### src/rtl/key_debounce_pkg.sv
// Shared types and helpers for the push-button debouncer and its neighbours.
package key_debounce_pkg;

  typedef enum logic [1:0] {
    UP      = 2'd0,
    WAIT_DN = 2'd1,
    DOWN    = 2'd2,
    WAIT_UP = 2'd3
  } deb_state_e;

  function automatic int ms_to_cycles(input int clk_hz, input int ms);
    return (clk_hz / 1000) * ms;
  endfunction

endpackage

### src/rtl/sync_2ff.sv
// Two-flop synchroniser for one asynchronous pin; resets to the pin's idle level.
module sync_2ff #(
  parameter logic RESET_VAL = 1'b0
) (
  input  logic clk,
  input  logic rst_n,
  input  logic d,
  output logic q
);

  logic meta_r;
  logic sync_r;

  // Two-stage metastability filter.
  always_ff @(posedge clk or negedge rst_n) begin
    if (!rst_n) begin
      meta_r <= RESET_VAL;
      sync_r <= RESET_VAL;
    end else begin
      meta_r <= d;
      sync_r <= meta_r;
    end
  end

  assign q = sync_r;

endmodule

### src/rtl/key_debounce.sv
// Debounces one bouncy push-button into a clean level, press/release/long-press
// strobes and a wrapping press counter.
module key_debounce
  import key_debounce_pkg::*;
#(
  parameter int CLK_HZ      = 50_000_000,
  parameter int DEBOUNCE_MS = 20,
  parameter int LONG_MS     = 1000,
  parameter bit ACTIVE_LOW  = 1'b1,
  parameter int CNT_W       = 8
) (
  input  logic             clk,
  input  logic             rst_n,
  input  logic             key_in,
  output logic             key_level,
  output logic             press_pulse,
  output logic             release_pulse,
  output logic             long_pulse,
  output logic [CNT_W-1:0] press_count
);

  localparam int DEB_CYC  = ms_to_cycles(CLK_HZ, DEBOUNCE_MS);
  localparam int LONG_CYC = ms_to_cycles(CLK_HZ, LONG_MS);
  localparam int MAX_CYC  = (DEB_CYC > LONG_CYC) ? DEB_CYC : LONG_CYC;
  localparam int CW       = $clog2(MAX_CYC + 1);
  localparam logic [CW-1:0] DEB_LIM  = CW'(DEB_CYC);
  localparam logic [CW-1:0] LONG_LIM = CW'(LONG_CYC);
  localparam logic [CW-1:0] CNT_ONE  = CW'(1'b1);
  localparam logic SYNC_IDLE = ACTIVE_LOW ? 1'b1 : 1'b0;

  if (DEB_CYC < 1) begin : g_deb_check
    $error("key_debounce: debounce interval must be at least one clock cycle");
  end

  logic             key_sync_s;
  logic             key_s;
  deb_state_e       state_r, state_nxt_s;
  logic [CW-1:0]    cnt_r, cnt_nxt_s;
  logic [CW-1:0]    hold_r, hold_nxt_s;
  logic [CNT_W-1:0] count_r, count_nxt_s;
  logic             level_r, level_nxt_s;
  logic             press_r, press_nxt_s;
  logic             release_r, release_nxt_s;
  logic             long_r, long_nxt_s;

  sync_2ff #(
    .RESET_VAL (SYNC_IDLE)
  ) u_sync (
    .clk   (clk),
    .rst_n (rst_n),
    .d     (key_in),
    .q     (key_sync_s)
  );

  assign key_s = ACTIVE_LOW ? ~key_sync_s : key_sync_s;

  // Next-state, counter and strobe decode for the debounce FSM.
  always_comb begin
    state_nxt_s   = state_r;
    cnt_nxt_s     = cnt_r;
    hold_nxt_s    = hold_r;
    count_nxt_s   = count_r;
    press_nxt_s   = 1'b0;
    release_nxt_s = 1'b0;
    long_nxt_s    = 1'b0;
    case (state_r)
      UP: begin
        if (key_s) begin
          state_nxt_s = WAIT_DN;
          cnt_nxt_s   = CNT_ONE;
        end else begin
          cnt_nxt_s   = '0;
        end
      end
      WAIT_DN: begin
        if (!key_s) begin
          state_nxt_s = UP;
          cnt_nxt_s   = '0;
        end else if (cnt_r == DEB_LIM) begin
          state_nxt_s = DOWN;
          cnt_nxt_s   = '0;
          hold_nxt_s  = '0;
          press_nxt_s = 1'b1;
          count_nxt_s = count_r + CNT_W'(1'b1);
        end else begin
          cnt_nxt_s   = cnt_r + CNT_ONE;
        end
      end
      DOWN: begin
        // Hold time only advances while the key reads pressed; it saturates so the strobe never repeats.
        if (!key_s) begin
          state_nxt_s = WAIT_UP;
          cnt_nxt_s   = CNT_ONE;
        end else if (hold_r != LONG_LIM) begin
          hold_nxt_s  = hold_r + CNT_ONE;
          long_nxt_s  = ((hold_r + CNT_ONE) == LONG_LIM);
        end else begin
          hold_nxt_s  = hold_r;
        end
      end
      WAIT_UP: begin
        if (key_s) begin
          state_nxt_s   = DOWN;
          cnt_nxt_s     = '0;
        end else if (cnt_r == DEB_LIM) begin
          state_nxt_s   = UP;
          cnt_nxt_s     = '0;
          release_nxt_s = 1'b1;
        end else begin
          cnt_nxt_s     = cnt_r + CNT_ONE;
        end
      end
      default: begin
        state_nxt_s = UP;
        cnt_nxt_s   = '0;
        hold_nxt_s  = '0;
      end
    endcase
    level_nxt_s = (state_nxt_s == DOWN) || (state_nxt_s == WAIT_UP);
  end

  // State, counters and registered outputs.
  always_ff @(posedge clk or negedge rst_n) begin
    if (!rst_n) begin
      state_r   <= UP;
      cnt_r     <= '0;
      hold_r    <= '0;
      count_r   <= '0;
      level_r   <= 1'b0;
      press_r   <= 1'b0;
      release_r <= 1'b0;
      long_r    <= 1'b0;
    end else begin
      state_r   <= state_nxt_s;
      cnt_r     <= cnt_nxt_s;
      hold_r    <= hold_nxt_s;
      count_r   <= count_nxt_s;
      level_r   <= level_nxt_s;
      press_r   <= press_nxt_s;
      release_r <= release_nxt_s;
      long_r    <= long_nxt_s;
    end
  end

  assign key_level     = level_r;
  assign press_pulse   = press_r;
  assign release_pulse = release_r;
  assign long_pulse    = long_r;
  assign press_count   = count_r;

endmodule

### config.mk
export PLATFORM = sky130hd
export DESIGN_NAME = key_debounce
export DESIGN_NICKNAME = d
export VERILOG_FILES = /design/src/rtl/key_debounce_pkg.sv /design/src/rtl/sync_2ff.sv /design/src/rtl/key_debounce.sv
export SDC_FILE = /design/constraint.sdc
export NUM_CORES = 1
export LEC_CHECK = 0
export CORE_MARGIN = 2
export CORE_UTILIZATION = 46
export CTS_CLUSTER_SIZE = 8
export DETAILED_ROUTE_END_ITERATION = 8
export GPL_TIMING_DRIVEN = 1
export PLACE_DENSITY = 0.66
export SLEW_MARGIN = 20
export SYNTH_ARGS = -nofsm -noshare
export SYNTH_HDL_FRONTEND = slang
export SYNTH_SLANG_ARGS = --single-unit
### constraint.sdc
create_clock -name clk -period 3.75 [get_ports clk]
set_input_delay 0.5625 -clock clk [delete_from_list [all_inputs] [get_ports clk]]
set_output_delay 0.5625 -clock clk [all_outputs]
set_load 0.1 [all_outputs]
Yosys cells after proc, flatten, opt, wreduce, memory -nomap -nowiden
Cells that the tools add are included.
{ "totals": {"ff_bits": 68, "word_cells": 58} }
{ "op_classes": {"add_sub_neg": 3, "n_eq_ne": 13, "mux": 26, "n_bitwise": 1, "reduce_logical": 5} }
{ "ops": {"columns": ["op", "n"], "rows": [
  ["26-bit two-way mux", 8],
  ["26-bit case mux with 4 select lines", 1],
  ["26-bit by 1-bit adder with 26-bit output (second input constant)", 2],
  ["26-bit case mux with 2 select lines", 1],
  ["26-bit by 20-bit == test with 1-bit output (second input constant)", 1],
  ["26-bit == test (second input constant)", 1],
  ["26-bit inequality test (second input constant)", 1],
  ["2-bit two-way mux", 6],
  ["1-bit two-way mux", 9],
  ["8-bit by 1-bit adder with 8-bit output (second input constant)", 1],
  ["2-bit == test (second input constant)", 4],
  ["2-bit inequality test (second input constant)", 4],
  ["2-bit case mux with 4 select lines", 1],
  ["5-bit AND reduction", 1],
  ["3-bit AND reduction", 1],
  ["2-bit by 1-bit == test with 1-bit output (second input constant)", 1],
  ["2-bit zero test", 1],
  ["2-bit by 1-bit inequality test with 1-bit output (second input constant)", 1],
  ["2-bit nonzero test", 1],
  ["1-bit logical OR", 1],
  ["1-bit inverter", 1]
]} }

Logic depth before layout (Yosys ltp)
Gate-level depths: netlist of run 1.
{ "depth": {"ltp_word": 6, "ltp_mapped": 10} }

Cells and area by module
A second synthesis of run 1 with hierarchy kept.
{ "unflattened": {"cells_unflattened": 471, "area_unflattened_um2": 4040.1} }
{ "by_module_without_submodules": {"columns": ["mod", "instances", "cells_per_inst", "area_each_um2", "seq_area_each_um2"], "rows": [
  ["key_debounce", 1, 469, 3987.6, 1651.6],
  ["sync_2ff", 1, 2, 52.6, 52.6]
]} }

Worst setup path before layout of run 1
No wires, ideal clock.
{ "synth_path": {"kind": "register -> register", "from": "register hold_r[0]", "to": "register long_r, in the netlist long_pulse", "setup_ps": 111, "t_arrival_ps": 2057, "t_required_ps": 3639, "slack_ps": 1582, "path_stages_with_launch": 8, "n_path_buf": 0, "synth_period_minus_slack_ps": 2168, "cell_sequence": "dfrtp_1 > ha_1 > nand3_1 > or3_1 > a32oi_1 > nor4b_1 > nand4_1 > a2111oi_2"} }
{ "synth_via": {"elab_chain_cells": 5, "elab_cells_between_ends": 6} }
{ "synth_rtl": {"columns": ["item", "line_no", "text"], "rows": [
  ["from (decl)", "key_debounce.sv:39", "logic [CW-1:0] hold_r, hold_nxt_s;"],
  ["from (signal assigned)", "key_debounce.sv:136", "hold_r <= hold_nxt_s;"],
  ["26-bit by 1-bit adder with 26-bit output", "key_debounce.sv:96", "long_nxt_s = ((hold_r + CNT_ONE) == LONG_LIM);"],
  ["26-bit == test", "key_debounce.sv:96", null],
  ["1-bit two-way mux *", "key_debounce.sv:94", "end else if (hold_r != LONG_LIM) begin"],
  ["1-bit two-way mux *", "key_debounce.sv:91", "if (!key_s) begin"],
  ["1-bit two-way mux *", "key_debounce.sv:66", "case (state_r)"],
  ["via long_nxt_s", "key_debounce.sv:44", "logic long_r, long_nxt_s;"],
  ["to (signal assigned)", "key_debounce.sv:141", "long_r <= long_nxt_s;"],
  ["to (decl)", "key_debounce.sv:44", null]
]} }
Mark *: on every way through the listed nets, which the timed path passes. The rest lies on a longest branch.
A chain may end at the register's enable or synchronous reset.

Worst setup path in the final report of run 1
{ "layout_path": {"from": "register hold_r[1]", "to": "register hold_r[21]"} }
{ "layout_via": {"elab_chain_cells": 4, "elab_cells_between_ends": 7} }
{ "layout_rtl": {"columns": ["item", "line_no", "text"], "rows": [
  ["26-bit by 1-bit adder with 26-bit output", "key_debounce.sv:95", "hold_nxt_s = hold_r + CNT_ONE;"],
  ["26-bit two-way mux", "key_debounce.sv:94", null],
  ["26-bit two-way mux", "key_debounce.sv:91", null],
  ["26-bit case mux with 2 select lines", "key_debounce.sv:66", null]
]} }
Several ways; a longest one is shown, not always the timed one. The select of a mux whose other input is x is not followed.

==> results, run 1 <==
- The clock slew seen by the registers of the worst setup and hold paths is ~80 ps.
- The die height is 96.70 um.
- The longest clock path from root to sink contains 2 buffers.
- Synthesis produced 449 cells.
- The die covers between 0.009 and 0.01 mm2.
- Data on the critical path is required at its endpoint by 4030 ps.
- The final layout contains 464 nets.
- Setup repair after global routing left no endpoint under its margin.
- After synthesis the netlist holds a flip-flop and latch count of 68.
- The count of instances resized after the clock tree is built is 0.
- The number of search-and-repair iterations in the first detailed-routing pass is 5.
- The fraction of post-synthesis cell area in the top cell type by area is 0.4179.
- At the pin with the least slew margin, the transition time is ~1100 ps.
- The top cell type by total area after synthesis is sky130_fd_sc_hd__dfrtp_1.
- The area growth from synthesis to layout is 10.83%.
- The total wire length is 8.561 mm.
- The post-route cell area is 0.004380 mm2.
- The DRC violation total after the first TritonRoute iteration is 183.
- The global-route wire length before repair is 14.98 mm.
- In this run the worst path has a maximum fanout of 27.
- Summed over all cells, the static leakage comes to 1.792 nW.
- Counting the buffers created by CTS gives 9.
- The summed negative setup slack over all endpoints is 0 ps.
- The number of hold-slack violations in the final timing report is 0.
- The clock latency reported for the late side of the worst-skew pair is approximately 350 ps.
- The via count of the first global-routing pass came to about 3.1k.
- The congestion estimate from routability-driven global placement came to between 0.8 and 0.9.
- For this run, the register share of the synthesized area comes to 0.4311.
- On the final layout, the worst clock skew is 7.029 ps.
- The HPWL after detailed placement is just under 6 mm.
- Counting cells, the worst reg-to-reg path comes to 10.
- The number of antenna repair diodes is 0.
- The initialized floorplan defines 33 standard-cell rows.
- The number of port buffers is 14.
- The signal arrival time at the worst endpoint is roughly 3000 ps.
- Setup violations remaining at the end of the flow were counted as 0.
- TritonCTS built the clock tree.
- Counting every sink on the clock net gives 68.
- The worst hold-check slack is approximately 260 ps.
- Max-cap violations in this run came to 0.
- Power spread over the standard cell area amounts to about 330 mW/mm2.
- Headroom to the max-slew limit came out at 0.2808.
- The number of buffers inserted by hold repair at cts is 0.
- CTS placed an instance of sky130_fd_sc_hd__clkbuf_8 at the clock tree root.
- 15 I/O pins were placed.
- The number of nets in the synthesized netlist is ~460.
- The pin count of the biggest net entering global routing is 35.
- The utilization after layout is 0.5305.
- The cell with the largest stage delay on the worst path is sky130_fd_sc_hd__nor2_1.
- The setup slack after placement is between 1000 and 1500 ps.
- A synthesized cell averages just under 9 um2.
- The endpoint kind of the worst setup timing path is a flip-flop.
- Static timing analysis puts the maximum clock frequency at between 300 and 400 MHz.
- The global route total overflow is 0.
- The count of pins over their slew limit is 0.
- In the finished design, the share of the clock period the worst path needs comes to 0.7322.
- The flow ran to the end, and the final reports show no timing, DRC or antenna violations.
- The number of antenna violations at the first check in global routing is 0.
- The critical path class is reg2reg.
- In the final layout, the share of cells above drive strength 1 is 0.09348.
- The number of H-tree branching levels is 3.
- The synthesized netlist contains 57 unique library cells.
- The core region is 0.008258 mm2.
- The worst hold path belongs to the class in2async.
- After layout, the worst setup slack is approximately 1000 ps.
- The chip width is 96.70 um.
- The DRC violation count after routing is 0.
- The most frequent cell on the critical path is sky130_fd_sc_hd__buf_4.
- The starting density of the core is 0.4786.
- In this run the cell area of the synthesized design comes to between 0.003 and 0.004 mm2.
- The critical path goes through inv_1 > ha_1 > nor4bb_1 > nand4_1 > o31a_1 > buf_4 > nor2_1 > buf_4 > a21oi_1 > o21ai_1.
- Dividing the detail-routed via count by the number of cells gives roughly 6.0.
- STA classifies the critical path startpoint as a flip-flop.
- The count of nets left with antenna violations once routing finished came out at 0.
- Sorting the synthesized cells by area gives the leading types as sky130_fd_sc_hd__dfrtp_1 42%, sky130_fd_sc_hd__o21ai_0 5.8%, sky130_fd_sc_hd__nand2_1 3.8%.
- Once placement finished, the instance area stood at a little over 0.004 mm2.
- For this run, the total global-route usage over all layers was measured as 0.1926.
- The worst stage delay on the critical path is about 560 ps.
- The final critical delay including setup and external delays is 2746 ps.
- The post-CTS setup buffer count is 0.
- During synthesis, Yosys emitted a total of 0 warnings.
- Across all layers, the routed design uses 3396 vias.
- The average wire per standard cell is between 15 and 20 um.
- The maximum vdd drop is 161.6 uV.
[power breakdown]
part / total (mW) / internal, mW / switching (mW)
Clock: 0.688 / 0.379 / 0.309
Combinational: 0.0384 / 0.0106 / 0.0278
Sequential: 0.740 / 0.737 / 0.00322
[per-stage QoR]
step	power, mW	instances
2_1_floorplan	0.7711	449
3_3_place_gp	0.7935	549
3_5_place_dp	0.7940	549
4_1_cts	1.478	565
5_1_grt	1.524	565
6_report	1.466	565
[cells in the final DEF (no fill, tap or decap), drive strengths merged, types with 2 or more instances in the layout]
cell	Yosys	routed
dfstp	2	2
nand2b	2	2
mux2	2	2
and3	10	10
nor4	5	5
o21ai	68	68
clkdlybuf4s50	0	13
dfrtp	66	66
nand4	23	23
ha	6	6
or4	2	2
xor2	10	10
buf	14	10
inv	9	11
nor3b	3	3
o31ai	8	8
nor4b	5	5
bufinv	0	2
mux2i	3	3
nor2	39	39
nand3	30	30
nor4bb	3	3
nand2	40	40
clkbuf	14	9
and2	5	5
nor3	10	10
and4	8	8
a21oi	19	19
xnor2	7	7
or3	2	2
a31oi	19	19
nor2b	4	4
clkinv	0	2
[synthesized netlist by cell type, drive strengths merged]
master and number:
nor4b 5, nor4bb 3, nand2 40, nor4 5, a21oi 19, a31oi 19, dfstp 2, o32a 1
nand3 30, nand4b 1, nor2 39, or2 1, o31a 1, mux2i 3, dfrtp 66, or4 2
clkbuf 14, xnor2 7, nand4 23, nor3b 3, o21bai 1, xor2 10, nor3 10, a211oi 1
and4 8, a221oi 1, a41oi 1, mux2 2, a2111oi 1, inv 9, o21ai 68, a32oi 1
or3 2, and3 10, ha 6, buf 14, nor2b 4, nand2b 2, and2 5, o41ai 1
o31ai 8
[critical path, delay by kind of cell (launching register included)]
family                   cells  cell delay (ps)
AND/OR/NAND/NOR              3              980
buffers and inverters        3              630
flip-flops                   1              470
AO/OA/AOI/OAI                3              450
adder cells (fa/ha/maj)      1              130
[cells by family (layout without fill, tap and decap cells)]
| kind of cell | Yosys count | after routing | share of synthesized area |
|---|---|---|---|
| buffers and inverters | 37 | 48 | 0.04210 |
| DFF | 68 | 68 | 0.4311 |
| muxes | 5 | 5 | 0.01330 |
| xor gates and xnor gates | 17 | 17 | 0.03767 |
| adders and majority gates | 6 | 6 | 0.01899 |
| and+or+nand+nor | 193 | 193 | 0.2789 |
| AOI/OAI and AO/OA | 123 | 123 | 0.1779 |
[final timing paths]
check	startpoint	to	slack (ps)
max	hold_r[1]$_DFFE_PN0P_	hold_r[21]$_DFFE_PN0P_	1000
min	rst_n	cnt_r[6]$_DFFE_PN0P_	260
max reg2reg	hold_r[1]$_DFFE_PN0P_	hold_r[21]$_DFFE_PN0P_	1000
min reg2reg	u_sync.meta_r$_DFF_PN1_	u_sync.q$_DFF_PN1_	360
max in group asynchronous	rst_n	hold_r[11]$_DFFE_PN0P_	2760
min in group clk	u_sync.meta_r$_DFF_PN1_	u_sync.q$_DFF_PN1_	360
[state kept, by name, summed over array words and instances, names as in the netlist]
signal	flops
cnt_r	26
hold_r	26
press_count	8
state_r	2
key_level	1
long_pulse	1
press_pulse	1
release_pulse	1
u_sync.meta_r	1
u_sync.q	1
[final cells by class]
type / count / area, um2
fillers: 762 / 3877
multi-input cells: 344 / 2086
well taps: 105 / 131.4
inverters: 9 / 33.78
repair buffers: 23 / 202.7
clock buffers: 9 / 123.9
clock inverters: 7 / 98.84
flip-flops and latches: 68 / 1704
[per-layer routing]
| layer | share of wire | GRT usage | up-vias |
|---|---|---|---|
| met5 | 0 | 0 | - |
| met2 | 0.46 | 0.2986 | 74 |
| met1 | 0.48 | 0.2657 | 1632 |
| met3 | 0.041 | 0.03613 | 17 |
| met4 | 0.021 | 0.08126 | 0 |
| li1 | - | - | 1673 |
Note: power is estimated with default switching activity, not from simulation.
==> run 2, diff against run 1 <==
- clock period: 3.75 -> 2.69 ns (I/O delays scaled with it)
==> run 2 against run 1 <==
Effect of this change:
- sequential power grew 39%
- setup slack lost 760 ps
- non-clock buffer count grew 3
- highest routed layer unchanged
==> results, run 2 (synthesized netlist as in run 1, its figures left out) <==
- The flow ran to the end, and the final reports show no timing, DRC or antenna violations.
- Counting the fill cells in the layout gives slightly below 800.
- The starting density of the core is 0.4786.
- Of the total power, registers draw 0.462.
- The number of routed nets with antenna violations is 0.
- The post-CTS setup buffer count is 0.
- The average wire per standard cell is 15.58 um.
- For this run, global-route usage on met3 was measured as 0.05130.
- Once placement completed, the tool counted placed cells totaling approximately 550.
- In this run, the number of DRC markers left after iteration 0 of detailed routing was 164.
- The power spent charging and discharging nets is roughly 0.45 mW.
- The die area is between 0.009 and 0.01 mm2.
- Of the available clock period, the critical path in the final layout requires 0.9082.
- The placeable core region is about 0.0083 mm2.
- Counting both buffers and inverters, the worst setup path holds a total of 0.
- Of the total power, the share spent switching nets is 0.2033.
- Clock tree synthesis selected as its root buffer the cell sky130_fd_sc_hd__clkbuf_8.
- Detailed placement ended at an HPWL of about 6 mm.
- At the end of the flow the core is filled with cells to 0.5367.
- For the worst setup path, the data required time is between 2000 and 3000 ps.
- The number of buffers inserted by hold repair at cts is 0.
- In the final layout, the multi-input gates occupy between 0.002 and 0.0025 mm2.
- The TritonCTS clock tree is built.
- The share of total power dissipated in combinational logic is 0.023.
- The congestion estimate from routability-driven global placement came to around 0.93.
- After floorplanning, the core was divided into 33 placement rows.
- The global-route wire length before repair is around 16 mm.
- Traced cell by cell, the critical path runs through ha_2 > nand2_1 > or4_1 > nor2_2 > nand4b_1 > a2111oi_2.
- Entering global routing, the biggest net connects a little under 70 pins.
- The number of antenna violations at the first check in global routing came to 0.
- In this run the cell area measured after placement is just over 0.004 mm2.
- For the pin with the worst max-slew slack, the measured transition is approximately 1000 ps.
- Of the cells placed in the final design, the portion with a size suffix greater than 1 is 0.1317.
- The final instance count without filler cells is between 500 and 600.
- For this design, the sink count on the clock tree is between 60 and 70.
- The upper clock frequency limit is just over 400 MHz.
- The summed negative setup slack over all endpoints is 0 ps.
- VDD sags by at most between 200 and 300 uV.
- Across all hold checks on the routed design, the worst slack comes to between 200 and 250 ps.
- The routed layout has between 3k and 4k vias.
- The proportion of power drawn by the clock network is 0.514.
- Setup repair after global routing left no endpoint under its margin.
- Counting buffers and inverters, the worst setup path is 6 cells deep.
- From synthesis to final layout, the design area changed by 12.12%.
- The smallest clock period supported by the final layout is computed as ~2400 ps.
- In the final design database the tool counted 467 nets.
- The via count of the first global-routing pass came to around 3.4k.
- The worst setup path is captured at a flip-flop.
- In the routed layout, each cell is associated on average with a via count of ~6.
- The highest fanout seen on the critical path is 10.
- For the worst-skew pair, the clock arrives at the later sink with an insertion delay of ~350 ps.
- Clock-pin slew was measured on the worst setup and hold paths at 80 ps.
- Port buffering added 14 buffers.
- For the worst setup path, the data arrival time is 2680 ps.
- Measured against its own limit, the worst slew margin works out to 0.3106.
- In this run the worst hold path is classified as in2async.
- The depth of the most critical reg-to-reg path is 6.
- Cell internal power was estimated by the tool at about 1.8 mW.
- The number of H-tree branching levels is 3.
- The worst setup path is of the reg2reg kind.
- Post-CTS repair changed the size of 0 cells.
- For this run, the total global-route usage over all layers was measured as 0.2025.
- The number of buffers on the longest clock path is 2.
- The commonest non-fill, non-tap cell in the layout is sky130_fd_sc_hd__dfrtp_1.
- The floorplan step set the die width to ~97 um.
- The top cell types in the final layout, fill and taps aside, are 65 x sky130_fd_sc_hd__dfrtp_1, 46 x sky130_fd_sc_hd__o21ai_0, 40 x sky130_fd_sc_hd__nand2_1, 38 x sky130_fd_sc_hd__nor2_1, 28 x sky130_fd_sc_hd__nand3_1.
- The post-route clock skew is around 17 ps.
- The cell class contributing the biggest share of worst-path delay is simple AND/OR/NAND/NOR gates.
- The global route total overflow is 0.
- For this run, the slowest stage of the critical path takes ~650 ps.
- Summing all flip-flop and latch instances after layout gives about 0.0017 mm2.
- In the routed design, unresolved DRC markers number 0.
- The number of antenna repair diodes is 0.
- For this run, global-route usage on met1 was measured as 0.2659.
- For this design the static power due to leakage is approximately 1.9 nW.
- The count of endpoints failing setup in the final report is 0.
- The most used routing layer in global routing is met2.
- The pre-antenna-repair detailed-routing pass consisted of 6 iterations.
- The number of clock buffers inserted by TritonCTS is 9.
- The I/O pin count is 15.
- The startpoint class of the critical path is a flip-flop.
- For this design the ratio of total power to cell area is approximately 500 mW/mm2.
- The number of hold-slack violations in the final timing report came to 0.
- For this run, global-route usage on met2 was measured as 0.3317.
- The die height is ~97 um.
- The number of violations of the max-capacitance limit is 0.
- The slowest stage of the critical path is the sky130_fd_sc_hd__or4_1 cell.
- The post-route cell area is between 0.004 and 0.005 mm2.
- Summed over all layers, the routed wires come to approximately 8.9 mm.
- The count of pins over their slew limit came to 0.
[run 2: routing by layer]
| metal | share of wire | up-vias |
|---|---|---|
| met4 | 0.012 | 0 |
| met3 | 0.032 | 13 |
| met2 | 0.48 | 58 |
| met5 | 0 | - |
| met1 | 0.47 | 1677 |
| li1 | - | 1667 |
[run 2: worst register-to-register path, delay by kind of cell (launching register included)]
family | cells | cell delay [ps]
DFF | 1 | 470
AOI/OAI and AO/OA | 1 | 380
adders and majority gates | 1 | 310
and+or+nand+nor | 4 | 1170
[run 2: power by group through the flow]
stage,combinational (mW),sequential [mW],clock (mW)
after floorplan,0.0241,1.05,0
after global placement,0.0529,1.05,0
after detailed placement,0.0544,1.05,0
after CTS,0.0545,1.03,1.17
after global routing,0.0622,1.03,1.21
final,0.0521,1.03,1.15
[run 2: per-stage QoR]
| step | setup WS (ps) | power [mW] |
|---|---|---|
| 2_1_floorplan | 521.5 | 1.075 |
| 3_3_place_gp | 317.8 | 1.104 |
| 3_5_place_dp | 177.1 | 1.106 |
| 4_1_cts | 179.2 | 2.257 |
| 5_1_grt | 33.79 | 2.309 |
| 6_report | 247.0 | 2.231 |
[run 2: path summary, 6_finish.rpt]
path | from | to | slack, ps
worst max register to register | hold_r[1]$_DFFE_PN0P_ | long_pulse$_DFF_PN0_ | 250
worst min-delay path | rst_n | cnt_r[6]$_DFFE_PN0P_ | 230
min in group clk | u_sync.meta_r$_DFF_PN1_ | u_sync.q$_DFF_PN1_ | 360
worst min register to register | u_sync.meta_r$_DFF_PN1_ | u_sync.q$_DFF_PN1_ | 360
worst max-delay path | hold_r[1]$_DFFE_PN0P_ | long_pulse$_DFF_PN0_ | 250
max in group asynchronous | rst_n | hold_r[0]$_DFFE_PN0P_ | 1810
[run 2: final cells by class]
class,instances,area share
multi-input cells,344,0.4726
flip-flops and latches,68,0.3848
repair buffers,26,0.04404
clock buffers,10,0.03106
clock inverters,6,0.03021
well taps,105,0.02964
inverters,9,0.007623
==> RTL edit, RTL diff (flow settings as in run 2) <==
Reset style: synchronous (`rst_n`), changed in 2 clocked blocks. Comments in the files are not updated.
--- a/src/rtl/sync_2ff.sv
+++ b/src/rtl/sync_2ff.sv
@@ -13,5 +13,5 @@
 
   // Two-stage metastability filter.
-  always_ff @(posedge clk or negedge rst_n) begin
+  always_ff @(posedge clk) begin
     if (!rst_n) begin
       meta_r <= RESET_VAL;
--- a/src/rtl/key_debounce.sv
+++ b/src/rtl/key_debounce.sv
@@ -121,5 +121,5 @@
 
   // State, counters and registered outputs.
-  always_ff @(posedge clk or negedge rst_n) begin
+  always_ff @(posedge clk) begin
     if (!rst_n) begin
       state_r   <= UP;
Function: no difference found for any inputs over 10 cycles, from zero or initial values and one cycle with rst_n low; that may be too few to reach the edited logic, so the function may still have changed.
==> RTL edit against run 2 <==
- maximum frequency is 3.5% lower
- synthesized cell count is 7.3% higher
- critical path type unchanged
- setup slack worse by 0.088 ns
- synthesized area is 3.1% lower
- largest cell class unchanged
- routed wire length is 13% higher
- sequential cell count stayed put
- global-route usage is 3.2 points higher
- combinational power is 32% lower
- total power is 14% lower
- design area is 3.0% lower
==> RTL edit: results <==
export IMPL_grt_pass1_vias=3368
export IMPL_routed_wl_um=10000
export IMPL_hold_class="flip-flop to flip-flop"
export IMPL_hold_ws_ns=0.416
export IMPL_hpwl_um=6730
export IMPL_grt_pass1_wl_um=16800
export IMPL_r2r_setup_slack_ns=0.16
export IMPL_cp_data_arrival_time_ns=2.78
export IMPL_slowest_stage="or4b_4"
export IMPL_grtUsageTotal_pct=23.4
export IMPL_syn_nets=490
export IMPL_r2r_start="cnt_r[1]"
export IMPL_yosysSeqAreaShare_pct=35.6
export IMPL_ys_async_sr_fraction_pct=0
export IMPL_stdcell_count=608
export IMPL_rr_worst_depth=8
export IMPL_fin_nets=506
export IMPL_p_leak_nw=1.41
export IMPL_drtIter0Drc=238
export IMPL_synthCells=482
export IMPL_yosys_cell_count_top_type="dfxtp_1"
export IMPL_synthTopCellsByCount="dfxtp_1 (68), nand2_1 (37), nor2_1 (37), a21oi_1 (35), nand3_1 (33)"
export IMPL_drive_gt1_share_pct=13.1
export IMPL_fin_skew_ns=0.0105
export IMPL_ir_drop_mv=0.367
export IMPL_max_stage_delay_ns=0.50
export IMPL_status="finished clean"
export IMPL_vias=3760
export IMPL_r2r_end="hold_r[4]"
export IMPL_ys_types=60
export IMPL_synth_area_leaders="dfxtp_1 (36%), a21oi_1 (4.6%), nand3_1 (4.3%), o21ai_0 (4.2%), nand2_1 (3.6%)"
export IMPL_cts_hold_buffers=0
export IMPL_cts_path_max_buffers=2
[RTL edit: changes by cell type after synthesis, sizes merged, moves of 6 or more]
| cell | before | now |
|---|---|---|
| buf | 14 | 8 |
| a311oi | 0 | 12 |
| or3 | 2 | 12 |
| clkbuf | 14 | 24 |
| nor4 | 5 | 11 |
| nor3 | 10 | 23 |
| o21ai | 68 | 33 |
| dfrtp | 66 | 0 |
| dfxtp | 0 | 68 |
| a31oi | 19 | 7 |
| a31o | 0 | 6 |
| a21oi | 19 | 35 |
| o31ai | 8 | 1 |
[RTL edit: routing by layer]
metal / share of wire, % / track usage, %
met1: 50 / 34.4
met2: 43 / 34.6
met3: 5.5 / 4.51
met4: 1.3 / 6.76
met5: 0 / 0
[RTL edit: final cells by class]
class / instances / area (um2)
Sequential cell: 68 / 1360
Fill cell: 776 / 3830
Clock buffer: 9 / 124
Timing Repair Buffer: 37 / 283
Clock inverter: 7 / 76.3
Inverter: 11 / 41.3
Tap cell: 105 / 131
Multi-Input combinational cell: 371 / 2280
[RTL edit: worst max path at each step]
| stage | end | startpoint | slack [ns] | cells past startpoint |
|---|---|---|---|---|
| 2_1_floorplan | hold_r[4] | cnt_r[0] | 0.38 | 9 |
| 4_1_cts | hold_r[5] | cnt_r[1] | 0.17 | 9 |
| 3_3_place_gp | hold_r[4] | cnt_r[1] | 0.25 | 8 |
| 6_report | hold_r[4] | cnt_r[1] | 0.16 | 8 |
| 5_1_grt | hold_r[5] | cnt_r[1] | 0.03 | 9 |
| 3_5_place_dp | hold_r[4] | cnt_r[1] | 0.20 | 8 |
[RTL edit: worst max-delay path: cells and delay by family, from the launching register on]
kind                       cells  cell delay (ns)
AOI/OAI and AO/OA              3             0.79
and+or+nand+nor                3             1.08
adders and majority gates      1             0.12
buffers and inverters          1             0.08
DFF                            1             0.37
[RTL edit: power by group]
part	internal (W)	switching (W)	leakage [nW]	total [W]
registers	0.00101	0.00000288	0.548	0.00101
clock network	0.000433	0.000440	0.0958	0.000873
logic	0.0000113	0.0000240	0.769	0.0000353
[RTL edit: per-stage QoR]
stage / power, W / area, um2 / setup WS [ns] / utilization (%)
floorplan: 0.00105 / 3830 / 0.376 / -
global placement: 0.00107 / 4100 / 0.246 / 50.4
detailed placement: 0.00107 / 4100 / 0.205 / 50.4
CTS: 0.00193 / 4300 / 0.172 / 52.9
global route: 0.00197 / 4300 / 0.0323 / 52.9
finish: 0.00192 / 4300 / 0.159 / 52.9
[RTL edit: logic make-up (layout without fill, tap and decap cells)]
logic type,Yosys count,in the layout,share of synthesized area (%)
and+or+nand+nor,218,218,31.5
AOI/OAI and AO/OA,126,126,21.3
DFF,68,68,35.6
buffers and inverters,43,64,4.84
xor gates and xnor gates,19,19,4.35
adders and majority gates,5,5,1.63
muxes,3,3,0.784
